==> config.mk <==
export PLATFORM = sky130hd
export DESIGN_NAME = if_id_stage
export DESIGN_NICKNAME = d
export VERILOG_FILES = /design/src/rtl/if_id_stage.sv
export SDC_FILE = /design/constraint.sdc
export NUM_CORES = 1
export LEC_CHECK = 0
export ABC_AREA = 1
export BUFFER_PORTS_ARGS = -buffer_cell sky130_fd_sc_hd__clkbuf_2
export CAP_MARGIN = 10
export CORE_MARGIN = 4
export CORE_UTILIZATION = 53
export CTS_CLUSTER_DIAMETER = 120
export DETAILED_ROUTE_END_ITERATION = 10
export PLACE_DENSITY = 0.91
export SLEW_MARGIN = 5
export SYNTH_ARGS = -nofsm -noshare
export SYNTH_HDL_FRONTEND = slang
export SYNTH_SLANG_ARGS = --single-unit
==> constraint.sdc <==
create_clock -name clk -period 6.08 [get_ports clk]
set_clock_uncertainty 0.1 [all_clocks]
set_input_delay 1.216 -clock clk [delete_from_list [all_inputs] [get_ports clk]]
set_output_delay 1.216 -clock clk [all_outputs]
set_load 0.005 [all_outputs]
==> src/rtl/if_id_stage.sv <==
// if_id_stage: IF/ID pipeline register with a one-entry skid buffer.
// The skid buffer keeps fetch responses that arrive during a stall.
module if_id_stage #(
    parameter int XLEN = 32,
    parameter logic [XLEN-1:0] NOP_INSTR = 32'h0000_0013
) (
    input  logic            clk,
    input  logic            rst,
    input  logic            Fetch_Valid,
    input  logic [XLEN-1:0] Fetch_Pc,
    input  logic [XLEN-1:0] Fetch_Instr,
    input  logic            Fetch_Excp,
    output logic            Fetch_Ready,
    input  logic [4:0]      Ctrl_Stall,
    input  logic [3:0]      Flush,
    output logic            Id_Valid,
    output logic [XLEN-1:0] Id_Pc,
    output logic [XLEN-1:0] Id_Instr,
    output logic            Id_Excp,
    output logic [15:0]     Id_HoldCnt
);
    logic            skidValid;
    logic [XLEN-1:0] skidPc;
    logic [XLEN-1:0] skidInstr;
    logic            skidExcp;
    logic            accept;
    logic            unusedBits;

    assign unusedBits  = ^{Ctrl_Stall[4:2], Ctrl_Stall[0], Flush[3:1]};
    assign Fetch_Ready = !skidValid;
    assign accept      = Fetch_Valid && !skidValid;

    always_ff @(posedge clk or posedge rst) begin
        if (rst) begin
            Id_Valid   <= 1'b0;
            Id_Pc      <= '0;
            Id_Instr   <= NOP_INSTR;
            Id_Excp    <= 1'b0;
            Id_HoldCnt <= '0;
            skidValid  <= 1'b0;
            skidPc     <= '0;
            skidInstr  <= NOP_INSTR;
            skidExcp   <= 1'b0;
        end else if (Flush[0]) begin
            Id_Valid   <= 1'b0;
            Id_Instr   <= NOP_INSTR;
            Id_Excp    <= 1'b0;
            Id_HoldCnt <= '0;
            skidValid  <= 1'b0;
        end else if (Ctrl_Stall[1]) begin
            if (accept) begin
                skidValid <= 1'b1;
                skidPc    <= Fetch_Pc;
                skidInstr <= Fetch_Instr;
                skidExcp  <= Fetch_Excp;
            end
            Id_HoldCnt <= !Id_Valid ? 16'h0 : (&Id_HoldCnt) ? Id_HoldCnt : Id_HoldCnt + 16'h1;
        end else begin
            // A full skid blocks accept, so the skid entry always drains before newer fetches
            if (skidValid) begin
                Id_Valid <= 1'b1;
                Id_Pc    <= skidPc;
                Id_Instr <= skidInstr;
                Id_Excp  <= skidExcp;
            end else if (accept) begin
                Id_Valid <= 1'b1;
                Id_Pc    <= Fetch_Pc;
                Id_Instr <= Fetch_Instr;
                Id_Excp  <= Fetch_Excp;
            end else begin
                Id_Valid <= 1'b0;
                Id_Instr <= NOP_INSTR;
                Id_Excp  <= 1'b0;
            end
            skidValid  <= 1'b0;
            Id_HoldCnt <= '0;
        end
    end
endmodule
Yosys cells after proc, flatten, opt, wreduce, memory -nomap -nowiden --
Cells that the tools add are included.
Cells by class: $add $sub $neg 1, equality and inequality tests 3, multiplexer cells 21, bitwise operators 2, reduce and logical (&&, ||, !) cells 6
Operator list (number):
- 32-bit two-way mux | 6
- 16-bit two-way mux | 4
- 16-bit by 1-bit adder with 16-bit output (second input constant) | 1
- 16-bit AND reduction | 1
- 1-bit two-way mux | 11
- 3-bit AND reduction | 2
- 4-bit != test (second input constant) | 1
- 3-bit by 1-bit != test with 1-bit output (second input constant) | 1
- 2-bit by 1-bit != test with 1-bit output (second input constant) | 1
- 1-bit inverter | 2
- 2-bit nonzero test | 1
- 1-bit logical AND | 1
- 1-bit logical NOT | 1
Word-level totals: flip-flop bits (word level) 148, input bits 77, output and inout bits 83, word-level logic and storage cells 42

Logic depth before layout (Yosys ltp) --
Gate-level depths: netlist (run 1).
word-level depth 6, gate-level depth with buffers 10, depth with buffers taken out 9

Worst setup path after synthesis (run 1) --
No wires, ideal clock.
path kind input -> register, start input port Flush[0], end register Id_HoldCnt[3], setup time 137 ps, data arrival time 2166 ps, data required time 5843 ps, path slack 3677 ps, cell stages on the path 8, path buffers 2, path through clkbuf_2 > nor2_4 > nand2_1 > nor2_2 > nand2_2 > buf_2 > nand3_1 > a21oi_1
On the way: word-level cells in the longest chain between the ends 1, elaborated cells on any way between the ends 2, classes of those cells 1 x eq/ne; 1 x mux
Ends and longest elaborated chain:
- from (decl) | RTL line 15 | input logic [3:0] Flush,
- 4-bit != test (no line) / 16-bit two-way mux (equally long branches)
- to (signal assigned) | RTL line 57 | Id_HoldCnt <= !Id_Valid ? 16'h0 : (&Id_HoldCnt) ? Id_HoldCnt : Id_HoldCnt + 16'h1;
- to (decl) | RTL line 20 | output logic [15:0] Id_HoldCnt
Several ways; a longest one is shown, not always the timed one. A chain may end at the register's enable or synchronous reset.

Final worst setup path (run 1) --
start input port Ctrl_Stall[1], end register skidInstr[1]
On the way: word-level cells in the longest chain between the ends 1
Ends and longest elaborated chain:
- from (decl) | RTL line 14 | input logic [4:0] Ctrl_Stall,
- 3-bit AND reduction (no line)
- to (signal assigned) | RTL line 54 | skidInstr <= Fetch_Instr;
- to (decl) | RTL line 24 | logic [XLEN-1:0] skidInstr;
Every way passes these cells.

==> impl_metrics.yaml, run 1 <==
outcome:
  status: "complete, no violations"
clock_tree:
  postCtsHoldBufs: 0
  clock_latency_ns: 0.41
  cts_tree: "done"
  numCtsBuffers: 17
  post_cts_resized: 0
  root_buffer: "clkbuf_16"
  post_cts_buffers: 0
  h-tree-depth: 4
  clk_pin_slew_worst_paths_ns: 0.06
  clockBufferDepth: 2
  cts_sinks: 148
floorplan:
  die_w_um: 118
  die-area_um2: 13900
  die_h_um: 118
  rows: 39
  ios: 160
  initial_core_util: 0.551
  design.core.area_um2: 11600
setup_path:
  r2r_setup_slack_ns: 3.47
  crit_start: "Ctrl_Stall[1]"
  worstSetupEndpoint: "skidInstr[1]$_DFFE_PP1P_"
  required_ns: 6.32
  critPathKind: "input pin to flop"
  crit_fanout: 63
  r2r_cells: 6
  start_kind: "input pin"
  end_kind: "flop"
  r2r-start: "skidValid$_DFFE_PP0P_"
  arrival_ns: 3.72
  r2r_end: "Id_Pc[1]$_DFFE_PP0P_"
logic_synthesis:
  synthMuxAreaShare: 0.0616
  synth_warnings: 0
  synth_area_leader_cell: "dfrtp_1"
  syn_nets: 754
  synth_top_area_frac: 0.555
  ys_async_sr_fraction: 1.00
  synth_seq_area_share: 0.580
  synth_seq_cells: 148
  synth_top_family_by_area: "simple AND/OR/NAND/NOR gates"
  synth_compound_area_frac: 0.139
  synth-xor-area-share: 0
  synth_flop_cell: "dfrtp_1"
  synth_fa_ha_area_frac: 0.00195
  ys_types: 27
  synth-simple-area-share: 0.157
  synth_cells: 676
  synth.avg_cell_area_um2: 9.47
  synth-edff-count: 0
  synth.area.top_cells: "dfrtp_1 (56%), nand2_1 (9.7%), mux2_1 (6.2%)"
  synthesis.area_um2: 6400
route:
  drt_iter0_drc: 424
  ant_nets: 0
  firstDrtPassIters: 4
  drc: 0
  viasPerCell: 5.41
  drt_wl_total_um: 15000
  routedWlPerCell_um: 15.5
  num_vias: 5249
placement:
  port_buffers: 152
  placed_cells: 938
  gp_congestion: 0.866
  dp.final_hpwl_um: 9940
sta:
  rsz0062_at_grt: "no"
  setup_tns_ns: 0
  setup_viol: 0
  worst_pin_slew_ns: 0.991
  fin_crit_sh: 0.573
  period_needed_ns: 3.48
  timing.slew.headroom: 0.338
  maxSlewViolCount: 0
  hold_viol_final: 0
  fmax_mhz: 287
power_and_ir_drop:
  internal-power_w: 0.00193
  seq_power_share: 0.469
  power_density_nw_per_um2: 326
  vdd_drop_max_uv: 212
  p_clk_frac: 0.413
  total_leakage_power_nw: 3.87
  sw_frac_of_total: 0.245
  p_sw_w: 0.000626
  p_comb_frac: 0.118
run:
  drv_cap: 0
layout:
  fillers: 899
  final_nets: 892
  area_growth_pct: 22.6
  drive_gt1_frac: 0.250
  fin_cells: 970
  diodes: 0
global_routing:
  grt_max_degree: 96
  grt_pass1_wl_um: 25400
  grt.overflow.total: 0
  antenna_found_initial: 0
  grt_pass1_vias: 5148
  grt_use_total: 0.224
worst_hold_path:
  hold_class: "flop to flop"
power groups by stage:
stage	logic, W	registers (W)	clock network (W)
floorplan	0.000179	0.00120	0
global placement	0.000294	0.00120	0
detailed placement	0.000309	0.00121	0
CTS	0.000310	0.00120	0.00107
global route	0.000346	0.00122	0.00112
finish	0.000303	0.00120	0.00106
cell families (layout without fill, tap and decap cells):
family / count (synthesis) / in the layout
multiplexers: 35 / 35
AO/OA/AOI/OAI: 144 / 144
AND/OR/NAND/NOR: 249 / 249
flip-flops: 148 / 148
buffers and inverters: 99 / 250
adder cells (fa/ha/maj): 1 / 1
synth_stat cells, types with 2 or more instances:
cell	instances
o21ai_1	21
nor3_1	5
a21oi_1	12
buf_2	15
a22o_1	30
nand2_1	166
mux2_1	35
nand3_1	19
inv_2	2
nor2_4	2
o21ai_0	43
a31oi_1	33
nor2_2	2
dfrtp_1	142
inv_1	58
nor2_1	48
buf_1	2
clkbuf_1	21
nand4_1	5
o221ai_1	3
dfstp_2	6
per-stage QoR:
stage	cell area, um2	setup slack [ns]	utilization	total power, W	hold WS, ns
2_1_floorplan	6400	0.794	-	0.00138	0.353
3_3_place_gp	7240	2.15	0.624	0.00150	0.366
3_5_place_dp	7240	2.11	0.624	0.00152	0.373
4_1_cts	7850	2.55	0.676	0.00258	0.391
5_1_grt	7850	2.39	0.676	0.00268	0.406
6_report	7850	2.60	0.676	0.00256	0.381
sequential cells by signal, summed over array words and instances, names as in the netlist:
register    count
skidPc         32
skidValid       1
Id_Excp         1
Id_Valid        1
Id_HoldCnt     16
Id_Instr       32
skidInstr      32
Id_Pc          32
skidExcp        1
worst min-delay path by stage:
| stage | cells after the start | start | to | slack, ns |
|---|---|---|---|---|
| 4_1_cts | 2 | skidInstr[23]$_DFFE_PP0P_ | skidInstr[23]$_DFFE_PP0P_ | 0.39 |
| 6_report | 2 | skidInstr[23]$_DFFE_PP0P_ | skidInstr[23]$_DFFE_PP0P_ | 0.38 |
| 3_3_place_gp | 2 | skidInstr[22]$_DFFE_PP0P_ | skidInstr[22]$_DFFE_PP0P_ | 0.37 |
| 5_1_grt | 1 | skidPc[17]$_DFFE_PP0P_ | skidPc[17]$_DFFE_PP0P_ | 0.41 |
| 3_5_place_dp | 2 | skidInstr[25]$_DFFE_PP0P_ | skidInstr[25]$_DFFE_PP0P_ | 0.37 |
| 2_1_floorplan | 2 | skidInstr[21]$_DFFE_PP0P_ | skidInstr[21]$_DFFE_PP0P_ | 0.35 |
area by class of cell:
cell class | instances | area, um2 | share of cell area
clock inverter | 8 | 96.3 | 0.0123
inverter | 60 | 230 | 0.0293
sequential | 148 | 3710 | 0.473
timing repair buffer | 158 | 806 | 0.103
multi-input combinational | 429 | 2310 | 0.295
tap | 143 | 179 | 0.0228
clock buffer | 24 | 512 | 0.0652
cells in the final DEF (no fill, tap or decap):
master and count:
ha_1 1, mux2_1 35, a31oi_1 33, clkbuf_16 17
clkbuf_8 6, inv_2 2, nor3_1 5, inv_6 1
clkinv_2 4, o21ai_0 43, buf_4 6, o21ai_1 21
nor2_4 2, nand3_4 1, nor2_2 3, o221ai_1 3
bufinv_16 2, clkinv_4 1, inv_1 57, nor2_1 47
a22oi_1 1, dfrtp_2 1, dfrtp_1 141, dfstp_2 6
a22o_1 30, o21bai_1 1, nand4_1 5, a21oi_1 12
nand2_1 166, clkbuf_2 152, nand3_1 18, clkbuf_1 1
or2_2 1, nand2_2 1, clkinvlp_4 1
metal layers:
layer	share of wire	global-route usage
met1	0.43	0.294
met2	0.49	0.362
met3	0.065	0.0649
met4	0.016	0.0725
met5	0	0
critical path: stages:
cell	delay [ns]
clkbuf_2	0.19
inv_2	0.10
nor2_4	0.65
nand3_4	0.64
buf_4	0.51
mux2_1	0.39
Note: power is estimated with default switching activity, not from simulation.
==> run 2, diff against run 1 <==
==> constraint.sdc (replaced) <==
create_clock -name clk -period 3.6 [get_ports clk]
set_clock_uncertainty 0.1 [all_clocks]
set_input_delay 0.72 -clock clk [delete_from_list [all_inputs] [get_ports clk]]
set_output_delay 0.72 -clock clk [all_outputs]
set_load 0.005 [all_outputs]
==> run 2 against run 1 <==
Utilization barely moved. Combinational power up 70%. Critical endpoint is now Id_Instr[13]$_DFFE_PP0N_. Cell area about the same. Total power is 64% higher. Die area stayed put.
==> impl_metrics.yaml, run 2 (synthesis gave the netlist of run 1 again) <==
sta:
  holdWs_ns: 0.221
  fmax_mhz: 414
  rsz0062_at_grt: "no"
  period_needed_ns: 2.42
  maxSlewViolCount: 0
  setup_tns_ns: 0
  timing.slew.headroom: 0.311
  hold_viol_final: 0
  fin_crit_sh: 0.671
  setup_viol: 0
  worst_pin_slew_ns: 1.03
route:
  drt_wl_total_um: 15000
  drc: 0
  firstDrtPassIters: 5
  viasPerCell: 5.46
  routedWlPerCell_um: 15.4
  num_vias: 5314
  drt_iter0_drc: 436
  ant_nets: 0
global_routing:
  grt.overflow.total: 0
  antenna_found_initial: 1
  grt_use_total: 0.224
  grt_max_degree: 65
  grt_pass1_wl_um: 25300
  grt_pass1_vias: 5163
clock_tree:
  h-tree-depth: 4
  postCtsHoldBufs: 0
  clk_pin_slew_worst_paths_ns: 0.06
  post_cts_resized: 0
  clockBufferDepth: 2
  root_buffer: "clkbuf_16"
  post_cts_buffers: 0
  numCtsBuffers: 17
  cts_tree: "done"
  cts_sinks: 148
  clock_latency_ns: 0.41
setup_path:
  start_kind: "flop"
  end_kind: "flop"
  required_ns: 3.85
  cpMaxStageDelayCell: "nand2_1"
  arrival_ns: 2.67
  critPathKind: "flop to flop"
  r2r-start: "skidValid$_DFFE_PP0P_"
  r2r_setup_slack_ns: 1.18
  r2r_end: "Id_Instr[13]$_DFFE_PP0N_"
  path_cells: "inv_1 -> buf_4 -> nand2_1 -> o21ai_0 -> a22o_1"
  max_stage_delay_ns: 0.72
  r2r_cells: 5
  crit_fanout: 37
power_and_ir_drop:
  internal-power_w: 0.00316
  sw_frac_of_total: 0.248
  power_density_nw_per_um2: 535
  p_sw_w: 0.00104
  p_comb_frac: 0.123
  p_clk_frac: 0.394
  vdd_drop_max_uv: 407
  total_leakage_power_nw: 3.87
  seq_power_share: 0.483
  power_w: 0.00420
layout:
  drive_gt1_frac: 0.248
  multi_input_area_um2: 2310
  layout_commonest_cell: "nand2_1"
  area_growth_pct: 22.6
  final_cell_mix: "nand2_1 (166), clkbuf_2 (152), dfrtp_1 (141), inv_1 (57), nor2_1 (47)"
  fin_cells: 974
  fillers: 904
  regArea_um2: 3710
  diodes: 0
  final_nets: 896
floorplan:
  initial_core_util: 0.551
  rows: 39
  die-area_um2: 13900
  die_w_um: 118
  die_h_um: 118
  design.core.area_um2: 11600
  ios: 160
worst_hold_path:
  hold_class: "input pin to asynchronous set/reset pin"
outcome:
  status: "complete, no violations"
placement:
  port_buffers: 152
  placed_cells: 942
  gp_congestion: 0.893
  dp.final_hpwl_um: 9910
run:
  drv_cap: 0
[run 2: metrics by stage]
step | util | area, um2 | worst slack [ns]
floorplan | - | 6410 | 0.924
global placement | 0.628 | 7300 | 0.816
detailed placement | 0.628 | 7300 | 0.760
CTS | 0.676 | 7850 | 1.13
global route | 0.676 | 7850 | 0.938
finish | 0.676 | 7850 | 1.18
[run 2: worst max path at each step]
stage	startpoint	to	slack (ns)	depth (start not counted)
3_5_place_dp	Ctrl_Stall[1]	Id_HoldCnt[9]$_DFFE_PP0P_	0.76	10
2_1_floorplan	rst	Id_Excp$_DFFE_PP0N_	0.92	1
4_1_cts	skidValid$_DFFE_PP0P_	Id_Instr[13]$_DFFE_PP0N_	1.13	5
5_1_grt	Ctrl_Stall[1]	Id_HoldCnt[9]$_DFFE_PP0P_	0.94	10
3_3_place_gp	Ctrl_Stall[1]	Id_HoldCnt[9]$_DFFE_PP0P_	0.82	10
6_report	skidValid$_DFFE_PP0P_	Id_Instr[13]$_DFFE_PP0N_	1.18	5
[run 2: layer usage]
layer / GRT usage / vias to the layer above / share of wire
met5: 0 / - / 0.00087
met4: 0.0806 / 2 / 0.022
met3: 0.0605 / 34 / 0.066
met2: 0.355 / 227 / 0.49
met1: 0.297 / 2510 / 0.43
li1: - / 2541 / -
[run 2: final cells by class]
class / instances / share of cell area
clock inverter: 5 / 0.00638
timing repair buffer: 162 / 0.110
tap: 143 / 0.0228
inverter: 60 / 0.0292
clock buffer: 27 / 0.0641
multi-input combinational: 429 / 0.295
sequential: 148 / 0.473
[run 2: critical path, delay by kind of cell, from the launching register on]
kind            cells  cell delay [ns]
compound gates      2             0.63
buf+inv             2             0.50
flops               1             0.39
simple gates        1             0.72
[run 2: power by group through the flow]
| stage | Combinational, W | Clock, W | Sequential [W] |
|---|---|---|---|
| after CTS | 0.000526 | 0.00168 | 0.00203 |
| final | 0.000515 | 0.00165 | 0.00203 |
| after global routing | 0.000587 | 0.00177 | 0.00206 |
| after global placement | 0.000502 | 0 | 0.00204 |
| after floorplan | 0.000303 | 0 | 0.00203 |
| after detailed placement | 0.000523 | 0 | 0.00205 |
==> run 3, diff against run 2 <==
==> constraint.sdc (replaced) <==
create_clock -name clk -period 2.5 [get_ports clk]
set_clock_uncertainty 0.1 [all_clocks]
set_input_delay 0.5 -clock clk [delete_from_list [all_inputs] [get_ports clk]]
set_output_delay 0.5 -clock clk [all_outputs]
set_load 0.005 [all_outputs]
==> run 3 against run 2 <==
Combinational power grew 46%. Hold slack got worse by 0.13 ns. Sequential share of layout area fell by 0.69 points. Clock-buffer cell count decreased by 5. Die area did not move. Flip-flop and latch count unchanged. Utilization rose by 1.0 points. Wire length grew 0.56%. Cell area is 1.5% higher. Worst setup slack got worse by 0.88 ns.
==> impl_metrics.yaml, run 3 (synthesis gave the netlist of run 1 again) <==
outcome:
  status: "complete, no violations"
route:
  drt_wl_total_um: 15100
  firstDrtPassIters: 6
  drt_iter0_drc: 451
  drc: 0
  routedWlPerCell_um: 15.5
  num_vias: 5382
  routedLengthMet1_um: 6220
  top_layer_used: "met4"
  viasPerCell: 5.51
  wl_met2_um: 7610
  met3RoutedLength_um: 1010
  ant_nets: 0
floorplan:
  rows: 39
  initial_core_util: 0.551
  die_w_um: 118
  die_h_um: 118
  die-area_um2: 13900
  design.core.area_um2: 11600
  ios: 160
clock_tree:
  cts_tree: "done"
  postCtsHoldBufs: 0
  numCtsBuffers: 17
  clock_latency_ns: 0.42
  h-tree-depth: 4
  post_cts_resized: 0
  post_cts_buffers: 0
  root_buffer: "clkbuf_16"
  cts_sinks: 148
  clockBufferDepth: 2
  clk_pin_slew_worst_paths_ns: 0.06
setup_path:
  max_stage_delay_ns: 0.40
  end_kind: "output port"
  required_ns: 1.90
  critPathKind: "flop to output port"
  start_kind: "flop"
  arrival_ns: 1.59
  r2r_end: "Id_HoldCnt[9]$_DFFE_PP0P_"
  r2r_setup_slack_ns: 0.46
  cpMaxStageDelayCell: "buf_4"
  path_cells: "inv_1 -> buf_4 -> clkbuf_2"
  r2r-start: "Id_HoldCnt[0]$_DFFE_PP0P_"
  crit_fanout: 33
  r2r_cells: 9
sta:
  fin_crit_sh: 0.878
  rsz0062_at_grt: "no"
  fmax_mhz: 456
  maxSlewViolCount: 0
  holdWs_ns: 0.0917
  hold_viol_final: 0
  timing.slew.headroom: 0.585
  period_needed_ns: 2.19
  setup_tns_ns: 0
  worst_pin_slew_ns: 0.622
  setup_viol: 0
global_routing:
  antenna_found_initial: 0
  grt_use_total: 0.226
  grt_pass1_vias: 5402
  grt_max_degree: 88
  grt.overflow.total: 0
  grt_pass1_wl_um: 25700
run:
  drv_cap: 0
power_and_ir_drop:
  internal-power_w: 0.00485
  power_density_nw_per_um2: 801
  sw_frac_of_total: 0.239
  power_w: 0.00638
  p_comb_frac: 0.118
  total_leakage_power_nw: 3.92
  p_clk_frac: 0.424
  seq_power_share: 0.458
  vdd_drop_max_uv: 531
  p_sw_w: 0.00153
layout:
  area_growth_pct: 24.4
  diodes: 0
  drive_gt1_frac: 0.256
  layout_commonest_cell: "nand2_1"
  final_cell_mix: "nand2_1 (166), clkbuf_2 (152), dfrtp_1 (141), inv_1 (57), nor2_1 (47)"
  final_util: 0.686
  final_nets: 899
  fin_area_um2: 7970
worst_hold_path:
  hold_class: "input pin to asynchronous set/reset pin"
placement:
  postPlaceCellArea_um2: 7330
  gp_congestion: 0.864
  dp.final_hpwl_um: 10100
  port_buffers: 152
==> run 3: routing by layer <==
layer,track usage,vias up
li1,-,2542
met1,0.282,2602
met2,0.379,214
met3,0.0673,24
met4,0.0733,0
met5,0,-
==> run 3: area by class of cell <==
cell class                 instances  area (um2)
sequential                       148        3710
fill                             896        3650
multi-input combinational        429        2310
timing repair buffer             165         896
clock buffer                      22         484
inverter                          60         229
tap                              143         179
clock inverter                     9         150
==> run 3: power groups by stage <==
stage / Combinational, W / Clock [W] / Sequential, W
2_1_floorplan: 0.000436 / 0 / 0.00293
4_1_cts: 0.000769 / 0.00273 / 0.00292
5_1_grt: 0.000861 / 0.00286 / 0.00296
6_report: 0.000754 / 0.00270 / 0.00292
3_3_place_gp: 0.000728 / 0 / 0.00293
3_5_place_dp: 0.000761 / 0 / 0.00296
==> run 3: per-stage QoR <==
step / std cells / setup WS [ns]
floorplan: 676 / 0.0439
global placement: 945 / 0.429
detailed placement: 945 / 0.379
CTS: 976 / 0.282
global route: 976 / 0.208
finish: 976 / 0.305
==> run 3: worst max path at each step <==
stage                          start                         to
2_1_floorplan                    rst        Id_Excp$_DFFE_PP0N_
3_3_place_gp           Ctrl_Stall[1]  Id_HoldCnt[3]$_DFFE_PP0P_
3_5_place_dp           Ctrl_Stall[1]  Id_HoldCnt[9]$_DFFE_PP0P_
4_1_cts        skidValid$_DFFE_PP0P_                Fetch_Ready
5_1_grt        skidValid$_DFFE_PP0P_                Fetch_Ready
6_report       skidValid$_DFFE_PP0P_                Fetch_Ready
==> run 3: worst max-delay path: cells and delay by family, from the launching register on <==
family,cells,cell delay (ns)
buf+inv,3,0.78
flops,1,0.39
